`src/rtl/io_dma_arbiter_if.sv`:
```
// io_dma_arbiter_if: memory-port bundle shared by the CPU, the VGA reader and data memory.
//   slave  : arbiter side. Takes the CPU/VGA requests and memory read data, and drives the
//            memory request and the per-client read data.
//   master : environment side (CPU, VGA reader and data memory together).
// Signals:
//   cpu_addr/cpu_wren/cpu_wdata  CPU memory request
//   cpu_rdata                    read data returned to the CPU
//   vga_addr                     VGA pixel address
//   vga_rdata                    read data returned to the VGA reader
//   mem_addr/mem_wren/mem_wdata  request to data memory
//   mem_rdata                    data memory read data
interface io_dma_arbiter_if #(
   parameter int unsigned ADDR_W = 19,
   parameter int unsigned DATA_W = 8
);
   logic [ADDR_W-1:0] cpu_addr;
   logic              cpu_wren;
   logic [DATA_W-1:0] cpu_wdata;
   logic [DATA_W-1:0] cpu_rdata;
   logic [ADDR_W-1:0] vga_addr;
   logic [DATA_W-1:0] vga_rdata;
   logic [ADDR_W-1:0] mem_addr;
   logic              mem_wren;
   logic [DATA_W-1:0] mem_wdata;
   logic [DATA_W-1:0] mem_rdata;

   modport slave (
      input  cpu_addr, cpu_wren, cpu_wdata, vga_addr, mem_rdata,
      output mem_addr, mem_wren, mem_wdata, cpu_rdata, vga_rdata
   );

   modport master (
      output cpu_addr, cpu_wren, cpu_wdata, vga_addr, mem_rdata,
      input  mem_addr, mem_wren, mem_wdata, cpu_rdata, vga_rdata
   );
endinterface

```
`src/rtl/io_dma_arbiter.sv`:
```
// io_dma_arbiter: owns the single data-memory port and hands it between the CPU and the VGA
// scanout reader. Sequence is IDLE -> RUN (CPU) -> SWITCH (idle guard) -> DISPLAY (VGA).
// The CPU is held in reset whenever it does not own memory, and the length of each RUN is
// measured in clocks.
//
// Optional feature macro: RUN_TIMEOUT_EN adds a RUN watchdog and the FAULT state. Without it
// RUN is unbounded and fault is tied low.
//
// Ports:
//   clk, rst     clock, asynchronous active-high reset
//   selected     user enable switch (level)
//   cpu_status   CPU status word; bit DONE_BIT means the CPU has finished
//   bus          memory-port bundle (slave side)
//   cpu_rst      CPU reset: high while rst is high or when not in RUN
//   vga_en       VGA scanout enable (DISPLAY only)
//   state_o      current state: IDLE=0 RUN=1 SWITCH=2 DISPLAY=3 FAULT=4
//   run_cycles   clocks spent in the last/current RUN (saturating)
//   fault        watchdog fault flag
module io_dma_arbiter #(
   parameter int unsigned ADDR_W         = 19,
   parameter int unsigned DATA_W         = 8,
   parameter int unsigned STAT_W         = 32,
   parameter int unsigned DONE_BIT       = 0,
   parameter int unsigned GUARD_CYCLES   = 2,
   parameter int unsigned CYC_W          = 32,
   parameter int unsigned TIMEOUT_CYCLES = 2**20
) (
   input  logic              clk,
   input  logic              rst,
   input  logic              selected,
   input  logic [STAT_W-1:0] cpu_status,
   io_dma_arbiter_if.slave   bus,
   output logic              cpu_rst,
   output logic              vga_en,
   output logic [2:0]        state_o,
   output logic [CYC_W-1:0]  run_cycles,
   output logic              fault
);

   typedef enum logic [2:0] {
      StIdle    = 3'd0,
      StRun     = 3'd1,
      StSwitch  = 3'd2,
`ifdef RUN_TIMEOUT_EN
      StDisplay = 3'd3,
      StFault   = 3'd4
`else
      StDisplay = 3'd3
`endif
   } state_e;

   localparam int unsigned GuardW = (GUARD_CYCLES > 1) ? $clog2(GUARD_CYCLES) : 1;
   localparam logic [GuardW-1:0] GuardLoad =
      GuardW'((GUARD_CYCLES == 0) ? 0 : GUARD_CYCLES - 1);

   state_e            state_q, state_d;
   logic [GuardW-1:0] guard_q;
   logic [CYC_W-1:0]  run_cycles_q;
   logic              done;
   logic              cpu_owner;
   logic              vga_owner;

   assign done = cpu_status[DONE_BIT];

   // Only the done bit of the status word matters here.
   logic unused_status;
   assign unused_status = ^{cpu_status, TIMEOUT_CYCLES[0]};

   // State register plus guard and run-length counters.
   always_ff @(posedge clk or posedge rst) begin
      if (rst) begin
         state_q      <= StIdle;
         guard_q      <= '0;
         run_cycles_q <= '0;
      end else begin
         state_q <= state_d;

         if (state_q != StSwitch && state_d == StSwitch) begin
            guard_q <= GuardLoad;
         end else if (state_q == StSwitch && guard_q != '0) begin
            guard_q <= guard_q - 1'b1;
         end

         if (state_q == StIdle && state_d == StRun) begin
            run_cycles_q <= '0;
         end else if (state_q == StRun && run_cycles_q != '1) begin
            run_cycles_q <= run_cycles_q + 1'b1;
         end
      end
   end

   // Next-state logic. Dropping selected always wins; done beats the watchdog.
   always_comb begin
      state_d = state_q;
      case (state_q)
         StIdle: begin
            if (selected) state_d = StRun;
         end
         StRun: begin
            if (!selected) begin
               state_d = StIdle;
            end else if (done) begin
               state_d = (GUARD_CYCLES == 0) ? StDisplay : StSwitch;
`ifdef RUN_TIMEOUT_EN
            end else if (run_cycles_q == CYC_W'(TIMEOUT_CYCLES - 1)) begin
               state_d = StFault;
`endif
            end
         end
         StSwitch: begin
            if (!selected) begin
               state_d = StIdle;
            end else if (guard_q == '0) begin
               state_d = StDisplay;
            end
         end
         StDisplay: begin
            if (!selected) state_d = StIdle;
         end
`ifdef RUN_TIMEOUT_EN
         StFault: begin
            if (!selected) state_d = StIdle;
         end
`endif
         default: state_d = StIdle;
      endcase
   end

   // Moore outputs decoded from the registered state; mem_wren only ever passes in RUN.
   always_comb begin
      bus.mem_addr = '0;
      bus.mem_wren = 1'b0;
      cpu_rst      = 1'b1;
      vga_en       = 1'b0;
      cpu_owner    = 1'b0;
      vga_owner    = 1'b0;
      fault        = 1'b0;
      case (state_q)
         StIdle: begin
            bus.mem_addr = bus.vga_addr;
         end
         StRun: begin
            bus.mem_addr = bus.cpu_addr;
            bus.mem_wren = bus.cpu_wren;
            cpu_rst      = rst;
            cpu_owner    = 1'b1;
         end
         StSwitch: begin
            bus.mem_addr = '0;
         end
         StDisplay: begin
            bus.mem_addr = bus.vga_addr;
            vga_en       = 1'b1;
            vga_owner    = 1'b1;
         end
`ifdef RUN_TIMEOUT_EN
         StFault: begin
            fault = 1'b1;
         end
`endif
         default: begin
            bus.mem_addr = '0;
         end
      endcase
   end

   assign bus.mem_wdata = bus.cpu_wdata;
   assign bus.cpu_rdata = cpu_owner ? bus.mem_rdata : '0;
   assign bus.vga_rdata = vga_owner ? bus.mem_rdata : '0;
   assign state_o       = state_q;
   assign run_cycles    = run_cycles_q;

endmodule
```
`src/flat_wrapper.sv`:
```
// flat-port wrapper written by rule: the top's interface ports become plain ports
module io_dma_arbiter_flat 
#(
   parameter int unsigned ADDR_W         = 19,
   parameter int unsigned DATA_W         = 8,
   parameter int unsigned STAT_W         = 32,
   parameter int unsigned DONE_BIT       = 0,
   parameter int unsigned GUARD_CYCLES   = 2,
   parameter int unsigned CYC_W          = 32,
   parameter int unsigned TIMEOUT_CYCLES = 2**20
)
  (clk, rst, selected, cpu_status, cpu_rst, vga_en, state_o, run_cycles, fault, bus_cpu_addr, bus_cpu_wren, bus_cpu_wdata, bus_vga_addr, bus_mem_rdata, bus_mem_addr, bus_mem_wren, bus_mem_wdata, bus_cpu_rdata, bus_vga_rdata);
  io_dma_arbiter_if #(.ADDR_W(ADDR_W), .DATA_W(DATA_W)) bus_i ();
  input  logic clk;
  input  logic rst;
  input  logic selected;
  input  logic [STAT_W-1:0] cpu_status;
  output logic cpu_rst;
  output logic vga_en;
  output logic [2:0] state_o;
  output logic [CYC_W-1:0] run_cycles;
  output logic fault;
  input wire logic [$bits(bus_i.cpu_addr)-1:0] bus_cpu_addr;
  input wire logic [$bits(bus_i.cpu_wren)-1:0] bus_cpu_wren;
  input wire logic [$bits(bus_i.cpu_wdata)-1:0] bus_cpu_wdata;
  input wire logic [$bits(bus_i.vga_addr)-1:0] bus_vga_addr;
  input wire logic [$bits(bus_i.mem_rdata)-1:0] bus_mem_rdata;
  output wire logic [$bits(bus_i.mem_addr)-1:0] bus_mem_addr;
  output wire logic [$bits(bus_i.mem_wren)-1:0] bus_mem_wren;
  output wire logic [$bits(bus_i.mem_wdata)-1:0] bus_mem_wdata;
  output wire logic [$bits(bus_i.cpu_rdata)-1:0] bus_cpu_rdata;
  output wire logic [$bits(bus_i.vga_rdata)-1:0] bus_vga_rdata;
  assign bus_i.cpu_addr = bus_cpu_addr;
  assign bus_i.cpu_wren = bus_cpu_wren;
  assign bus_i.cpu_wdata = bus_cpu_wdata;
  assign bus_i.vga_addr = bus_vga_addr;
  assign bus_i.mem_rdata = bus_mem_rdata;
  assign bus_mem_addr = bus_i.mem_addr;
  assign bus_mem_wren = bus_i.mem_wren;
  assign bus_mem_wdata = bus_i.mem_wdata;
  assign bus_cpu_rdata = bus_i.cpu_rdata;
  assign bus_vga_rdata = bus_i.vga_rdata;
  io_dma_arbiter #(.ADDR_W(ADDR_W), .DATA_W(DATA_W), .STAT_W(STAT_W), .DONE_BIT(DONE_BIT), .GUARD_CYCLES(GUARD_CYCLES), .CYC_W(CYC_W), .TIMEOUT_CYCLES(TIMEOUT_CYCLES)) u_core (.clk(clk), .rst(rst), .selected(selected), .cpu_status(cpu_status), .bus(bus_i), .cpu_rst(cpu_rst), .vga_en(vga_en), .state_o(state_o), .run_cycles(run_cycles), .fault(fault));
endmodule
```
`config.mk`:
```
export PLATFORM = sky130hd
export DESIGN_NAME = io_dma_arbiter_flat
export DESIGN_NICKNAME = d
export VERILOG_FILES = /design/src/rtl/io_dma_arbiter_if.sv /design/src/rtl/io_dma_arbiter.sv /design/src/flat_wrapper.sv
export SDC_FILE = /design/constraint.sdc
export NUM_CORES = 1
export LEC_CHECK = 0
export ABC_CLOCK_PERIOD_IN_PS = 2600
export BUFFER_PORTS_ARGS = -buffer_cell sky130_fd_sc_hd__buf_2
export CORE_MARGIN = 8
export CORE_UTILIZATION = 42
export DETAILED_ROUTE_END_ITERATION = 6
export GPL_TIMING_DRIVEN = 0
export PLACE_DENSITY = 0.83
export SLEW_MARGIN = 25
export SYNTH_ARGS = -nofsm -noshare
export SYNTH_HDL_FRONTEND = slang
export SYNTH_SLANG_ARGS = --single-unit
```
`constraint.sdc`:
```
create_clock -name clk -period 2.6 [get_ports clk]
set_input_delay 0.26 -clock clk [delete_from_list [all_inputs] [get_ports clk]]
set_output_delay 0.26 -clock clk [all_outputs]
set_load 0.02 [all_outputs]
```
---- Word-level counts from Yosys, hierarchy flattened ----
Index checks and enable logic that the tools add are counted.
cells by class
  add/subtract/negate cells ............... 2
  multiplexer cells ....................... 18
  reduce and logical (&&, ||, !) cells .... 8
  equality and inequality tests ........... 7
operators with widths
  cell                                                              number
  32-bit two-way mux                                                2
  19-bit one-hot mux with 2 select lines                            1
  32-bit by 1-bit adder with 32-bit output (second input constant)  1
  32-bit != test (second input constant)                            1
  3-bit two-way mux                                                 6
  8-bit two-way mux                                                 2
  3-bit one-hot mux with 4 select lines                             1
  3-bit by 2-bit == test with 1-bit output (second input constant)  3
  3-bit by 1-bit == test with 1-bit output (second input constant)  2
  1-bit two-way mux                                                 6
  1-bit logical AND                                                 4
  2-bit nonzero test                                                2
  3-bit logical NOT                                                 1
  3-bit by 2-bit != test with 1-bit output (second input constant)  1
  2-bit OR reduction                                                1
  1-bit subtractor (second input constant)                          1
storage, ports and cells
  bits in registers ....................... 36
  output and inout bits ................... 82
  word-level logic and storage cells ...... 38

---- Logic depth before layout (Yosys ltp) ----
Gate-level depths: netlist of run 1.
  depth after elaboration ................. 6
  gate-level depth with buffers ........... 7

---- Least setup slack after synthesis of run 1 ----
OpenSTA, ideal clock, no wires.
  kind .................................... register to register
  start ................................... register u_core.run_cycles_q[27] (netlist: u_core.run_cycles[27])
  end ..................................... register u_core.run_cycles_q[7] (netlist: u_core.run_cycles[7])
  path slack .............................. 531 ps
  buffers on the path ..................... 1
  arrival time ............................ 1,937 ps
  stages on the path, launching flop included .. 7
  library setup time ...................... 132 ps
  cells stage by stage .................... dfrtp_1 -> nand4_1 -> or4_4 -> o311ai_4 -> buf_6 -> xor2_1 -> nor2_1
between the ends
  longest elaborated chain between the ends .. 3
ends and longest elaborated chain
  item                          line                  RTL
  start, declared               io_dma_arbiter.sv:58  logic [CYC_W-1:0] run_cycles_q;
  start signal, assigned        io_dma_arbiter.sv:87  run_cycles_q <= run_cycles_q + 1'b1;
  32-bit != test                io_dma_arbiter.sv:86  end else if (state_q == StRun && run_cycles_q != '1) begin
  1-bit logical AND             io_dma_arbiter.sv:86
  2-bit nonzero test (no line)  --
No other way between the ends.
A chain may end at the register's enable or synchronous reset.

---- Final worst setup path of run 1 ----
  start ................................... register u_core.state_q[0] (netlist: u_core.state_o[0])
  end ..................................... output bus_mem_addr[13]
between the ends
  longest elaborated chain between the ends .. 3
  elaborated cells between the ends (all ways) .. 5
  those cells by class .................... eq/ne (2); mux (1); reduce/logical (2)
ends and longest elaborated chain
  item                                                                                  line                   RTL
  start, declared                                                                       io_dma_arbiter.sv:56   state_e state_q, state_d;
  start signal, assigned                                                                io_dma_arbiter.sv:72   state_q <= StIdle;
  start signal, assigned                                                                io_dma_arbiter.sv:76   state_q <= state_d;
  3-bit by 2-bit == test with 1-bit output / 3-bit logical NOT (equally long branches)  io_dma_arbiter.sv:138  case (state_q)
  2-bit OR reduction (no line)                                                          --
  19-bit one-hot mux with 2 select lines (*)                                            io_dma_arbiter.sv:138
  end, declared                                                                         flat_wrapper.sv:28     output wire logic [$bits(bus_i.mem_addr)-1:0] bus_mem_addr;
Every way passes the cells marked *; elsewhere a longest branch is shown, timed or not.

==> flow_metrics.tcl, run 1 <==
set metrics [dict create \
    final.setup.tns_ns 0 \
    syn_inst 266 \
    slew_headroom 0.406 \
    postCtsSetupBuffers 0 \
    die_y_um 92.1 \
    cts_tree "built" \
    min_path_type "primary input to async pin" \
    p_per_area_mw_per_mm2 414 \
    hold_buffers 0 \
    drtAntennaViolNets 0 \
    ir_drop_mv 0.307 \
    antenna_found_initial 0 \
    final_area_mm2 0.00331 \
    root_buffer "clkbuf_8" \
    nets 496 \
    ys_types 46 \
    cap_violations 0 \
    drcViolationCount 0 \
    area_growth_pct 36.1 \
    crit_path_max_fanout 10 \
    worst-setup-path-type "flip-flop to primary output" \
    first_iter_violations 133 \
    vias_per_cell 5.41 \
    skew_ns 0.00883 \
    synth_top_area_cell "dfrtp_1" \
    hold_viol_final 0 \
    drtPass1Iterations 4 \
    layout_common_cells "buf_2 (131), dfrtp_1 (36), nand2_1 (22)" \
    grt_pass1_vias 2616 \
    synthFlopType "dfrtp_1" \
    setup_viol 0 \
    clock-sinks 36 \
    synth_area_per_cell_um2 9.15 \
    rows 27 \
    rr_startpoint "u_core.state_o[1]" \
    placed_cell_area_mm2 0.00318 \
    io_buffers 131 \
    synth_top_area_share 0.370 \
    post-route-util 0.598 \
    fmax_ghz 0.424 \
    final_common_cell "buf_2" \
    hold_slack_ns 0.102 \
    register_area_um2 901 \
    cts_buffers 5 \
    gp_congestion 0.876 \
    period_needed_ns 2.36 \
    core_area_mm2 0.00554 \
    cts_max_path_buffers 2 \
    arrival_ns 2.10 \
    synth_area_leaders "dfrtp_1 (37%), a22o_1 (6.8%), and2_1 (5.1%), xnor2_1 (4.0%), nand2_1 (3.4%)" \
    top_layer_used "met4" \
    vias 2584 \
    wl_met3_um 431 \
    maxSlewViolCount 0 \
    path_clk_slew_ns 0.08 \
    seq_area_frac_synth 0.370 \
    critPathBufInv 3 \
    initial_core_util 0.439 \
    crit_slowest_cell "dfrtp_1" \
    multi_input_area_mm2 0.00137 \
    end_kind "primary output" \
    die-area_mm2 0.00849 \
    synth_edf_count 0 \
    critPathTopFamily "buffers and inverters" \
    synth_area_mm2 0.00243 \
    startpoint "u_core.state_o[0]" \
    post-dp-hpwl_um 6280 \
    yosysWarnings 0 \
    slowest_delay_ns 0.39 \
    grt_pass1_wl_um 12800 \
    drt-met1-wl_um 3290 \
    final.fill_count 502 \
    critical_path_required_ns 2.34 \
    diodes 0 \
    async_reset_ff_frac 1.00 \
    worst_pin_slew_ns 0.883 \
    crit_path_start_kind "flip-flop" \
    grt_max_degree 38 \
    crit_chain "buf_4 > xor2_1 > nor2_2 > clkbuf_1 > a22o_1 > buf_2" \
    htree_levels 2 \
    route.met2.wl_um 4140 \
    drive_above_1_share 0.426 \
    rsz0062_at_grt "false" \
    timing.final.crit_share 0.907 \
    finalWirelength_um 7950 \
    die_x_um 92.1 \
    ys_seq_elements 36 \
    io_pins 172 \
    status "finished, final reports clean" \
    overflow 0 \
    track_usage 0.182 \
    wl_per_cell_um 16.6 \
    p_leak_nw 1.71 \
    clkLatencyLatePin_ns 0.29 \
]
==> final cells by class <==
class | instances | area share
Sequential cell | 36 | 0.272
Timing Repair Buffer | 131 | 0.198
Clock inverter | 1 | 0.00907
Multi-Input combinational cell | 204 | 0.413
Buffer | 22 | 0.0465
Tap cell | 72 | 0.0272
Inverter | 5 | 0.00567
Clock buffer | 7 | 0.0291
==> through the flow <==
step | setup WS (ns) | total power, mW | std cells
final | 0.243 | 1.37 | 478
after global routing | 0.0979 | 1.43 | 478
after CTS | 0.0724 | 1.38 | 478
after detailed placement | 0.395 | 0.842 | 470
after global placement | 0.470 | 0.836 | 470
after floorplan | 0.531 | 0.738 | 267
==> path summary, 6_finish.rpt <==
check | slack, ns | end | cells past startpoint
hold / removal | 0.10 | u_core.state_o[0] | 2
min in group clk | 0.25 | u_core.state_o[1] | 3
setup / recovery | 0.24 | bus_mem_addr[13] | 6
hold reg to reg | 0.52 | u_core.run_cycles[6] | 1
max in group asynchronous | 1.97 | u_core.run_cycles[5] | 2
setup reg to reg | 0.43 | u_core.run_cycles[9] | 5
==> Yosys cell counts, types with 3 or more instances <==
cell type and instances:
and3_1 5, xor2_1 5, or4_1 4, o21ai_0 5, nand4_1 9, a311oi_1 5, dfrtp_1 36, inv_1 5
nand2_1 22, and2_1 20, a21oi_1 12, o211ai_1 4, buf_6 4, nand3_1 13, a22o_1 19, clkbuf_1 7
and4_1 4, o31ai_1 6, xnor2_1 11, nor2_1 22, buf_4 10, or4_2 3, and3_2 3
==> what timing repair did <==
action | in CTS | in global routing
setup endpoints to repair | 0 | 10
hold endpoints to repair | 0 | 0
gates resized for setup | 0 | 1
==> cells by family (layout without fill, tap and decap cells) <==
family | count (synthesis) | after routing | share of synthesized area
AOI/OAI and AO/OA | 60 | 60 | 0.188
xor gates and xnor gates | 16 | 16 | 0.0576
other | 1 | 2 | 0.00154
buffers and inverters | 27 | 166 | 0.0710
adders and majority gates | 1 | 1 | 0.00514
DFF | 36 | 36 | 0.370
and+or+nand+nor | 123 | 123 | 0.299
muxes | 2 | 2 | 0.00823
==> power breakdown <==
part	total [mW]	leakage, nW	switching (mW)	internal (mW)
Combinational	0.248	1.15	0.148	0.100
Sequential	0.582	0.493	0.0123	0.569
Clock	0.542	0.0645	0.204	0.338
==> registers in the layout (all words and copies together) (netlist names) <==
register,count
u_core.guard_q,1
u_core.state_o,3
u_core.run_cycles,32
==> routing by layer <==
metal  up-vias  track usage
li1       1251            -
met5         -            0
met4         0       0.0685
met1      1237        0.218
met2        87        0.312
met3         9       0.0391
Note: power is estimated with default switching activity, not from simulation.
==> run 2: changes to the inputs <==
--- a/config.mk
+++ b/config.mk
@@ -9,4 +9,5 @@
 export BUFFER_PORTS_ARGS = -buffer_cell sky130_fd_sc_hd__buf_2
-export CORE_MARGIN = 8
-export CORE_UTILIZATION = 42
+export CELL_PAD_IN_SITES_DETAIL_PLACEMENT = 0
+export CELL_PAD_IN_SITES_GLOBAL_PLACEMENT = 1
+export CORE_UTILIZATION = 29
 export DETAILED_ROUTE_END_ITERATION = 6
==> constraint.sdc (replaced) <==
create_clock -name clk -period 2.6 [get_ports clk]
set_input_delay 0.13 -clock clk [delete_from_list [all_inputs] [get_ports clk]]
set_output_delay 0.13 -clock clk [all_outputs]
set_load 0.02 [all_outputs]
==> flow_metrics.tcl, run 2 (synthesis results as in run 1) <==
set metrics [dict create \
    status "finished, final reports clean" \
    path_clk_slew_ns 0.07 \
    hold_viol_final 0 \
    grt_pass1_vias 2145 \
    maxSlewViolCount 0 \
    post-dp-hpwl_um 5640 \
    worst-setup-path-type "flip-flop to primary output" \
    fmax_ghz 0.403 \
    skew_ns 0.00566 \
    hold_slack_ns 0.124 \
    io_buffers 131 \
    drcViolationCount 0 \
    wl_per_cell_um 14.3 \
    area_growth_pct 36.9 \
    gp_congestion 0.789 \
    critPathTopFamily "buffers and inverters" \
    final.setup.tns_ns 0 \
    ir_drop_mv 0.166 \
    worst_pin_slew_ns 0.926 \
    swShare 0.295 \
    drtAntennaViolNets 0 \
    cts_tree "built" \
    pwr-share-comb 0.208 \
    die-area_mm2 0.00876 \
    critical_path_required_ns 2.47 \
    grt_pass1_wl_um 11000 \
    internal_power_uw 856 \
    startpoint "u_core.state_o[0]" \
    dp_worst_setup_slack_ns 0.460 \
    initial_core_util 0.298 \
    track_usage 0.161 \
    slew_headroom 0.378 \
    post-route-util 0.408 \
    io_pins 172 \
    period_needed_ns 2.48 \
    p_per_area_mw_per_mm2 364 \
    p_sw_uw 358 \
    htree_levels 2 \
    timing.final.crit_share 0.954 \
    crit_path_start_kind "flip-flop" \
    cts_resized 0 \
    grt_max_degree 28 \
    p_clk_frac 0.312 \
    clock-sinks 36 \
    end_kind "primary output" \
    rr_startpoint "u_core.run_cycles[27]" \
    die_y_um 93.6 \
    nets 498 \
    multi_input_area_mm2 0.00136 \
    crit_slowest_cell "nor2_1" \
    final.setup.worst_slack_ns 0.119 \
    drtPass1Iterations 4 \
    rsz0062_at_grt "false" \
    slowest_delay_ns 0.48 \
    sequentialPowerShare 0.479 \
    register_area_um2 901 \
    min_path_type "primary input to flip-flop" \
    layout_common_cells "buf_2 (131), dfrtp_1 (36), nand2_1 (22), nor2_1 (22), and2_1 (20)" \
    cts_buffers 5 \
    first_iter_violations 144 \
    final_common_cell "buf_2" \
    vias 2575 \
    final.fill_count 850 \
    arrival_ns 2.35 \
    finalWirelength_um 7330 \
    core_area_mm2 0.00818 \
    vias_per_cell 5.03 \
    min_from "cpu_status[0]" \
    rows 33 \
    critPathBufInv 3 \
    cts_max_path_buffers 2 \
    drive_above_1_share 0.420 \
    diodes 0 \
    die_x_um 93.6 \
    root_buffer "clkbuf_8" \
    largest_reg_flops 32 \
    overflow 0 \
    setup_viol 0 \
    cap_violations 0 \
    clkLatencyLatePin_ns 0.28 \
    p_leak_nw 1.70 \
    crit_chain "buf_4 > xor2_1 > nor2_1 > clkbuf_1 > a22o_1 > buf_2" \
    crit_path_max_fanout 10 \
    antenna_found_initial 0 \
]
[run 2: cell count changes in the layout (fill, tap and decap cells not counted), sizes merged]
| cell | delta |
|---|---|
| dlygate4sd3 | +1 |
| buf | +1 |
| clkinv | +1 |
| clkbuf | -1 |
| bufinv | -1 |
[run 2: worst paths after layout]
path | to | slack, ns | cells after the start
max | bus_mem_addr[8] | 0.12 | 6
min | u_core.state_o[1] | 0.12 | 3
max reg2reg | u_core.run_cycles[14] | 0.44 | 5
min reg2reg | u_core.run_cycles[6] | 0.52 | 1
max in group asynchronous | u_core.run_cycles[29] | 1.86 | 4
min in group asynchronous | u_core.guard_q | 0.31 | 3
[run 2: per-stage QoR]
stage	std cells	area, um2	total power, mW
2_1_floorplan	267	2440	0.738
3_5_place_dp	504	3240	0.845
3_3_place_gp	503	3220	0.839
5_1_grt	512	3330	1.27
4_1_cts	512	3330	1.23
6_report	512	3330	1.21
[run 2: area by class of cell]
class / instances / share of cell area
buffer: 22 / 0.0462
clock buffer: 6 / 0.0218
clock inverter: 1 / 0.00150
inverter: 5 / 0.00563
multi-input combinational: 204 / 0.409
sequential: 36 / 0.270
tap: 105 / 0.0394
timing repair buffer: 133 / 0.206
[run 2: metal layers]
layer,global-route usage,vias to the layer above,share of wire
li1,-,1261,-
met1,0.244,1235,0.48
met2,0.234,75,0.46
met3,0.0285,4,0.051
met4,0.0385,0,0.0087
met5,0,-,0
[run 2: worst reg2reg max path: stages (launching register included)]
cell      delay, ns
dfrtp_1        0.45
nand4_1        0.17
nor4_2         0.85
a211oi_1       0.28
xnor2_1        0.22
nor2_1         0.06
[run 2: power by group through the flow]
| stage | sequential, mW | combinational [mW] | clock [mW] |
|---|---|---|---|
| after detailed placement | 0.593 | 0.252 | 0 |
| after global routing | 0.584 | 0.273 | 0.412 |
| after floorplan | 0.601 | 0.137 | 0 |
| final | 0.582 | 0.253 | 0.379 |
| after global placement | 0.592 | 0.247 | 0 |
| after CTS | 0.582 | 0.254 | 0.390 |
[run 2: what timing repair did]
| action | CTS | global route |
|---|---|---|
| endpoints found under the hold margin | 9 | 0 |
| setup buffers | 0 | 0 |
| hold buffers | 1 | 0 |
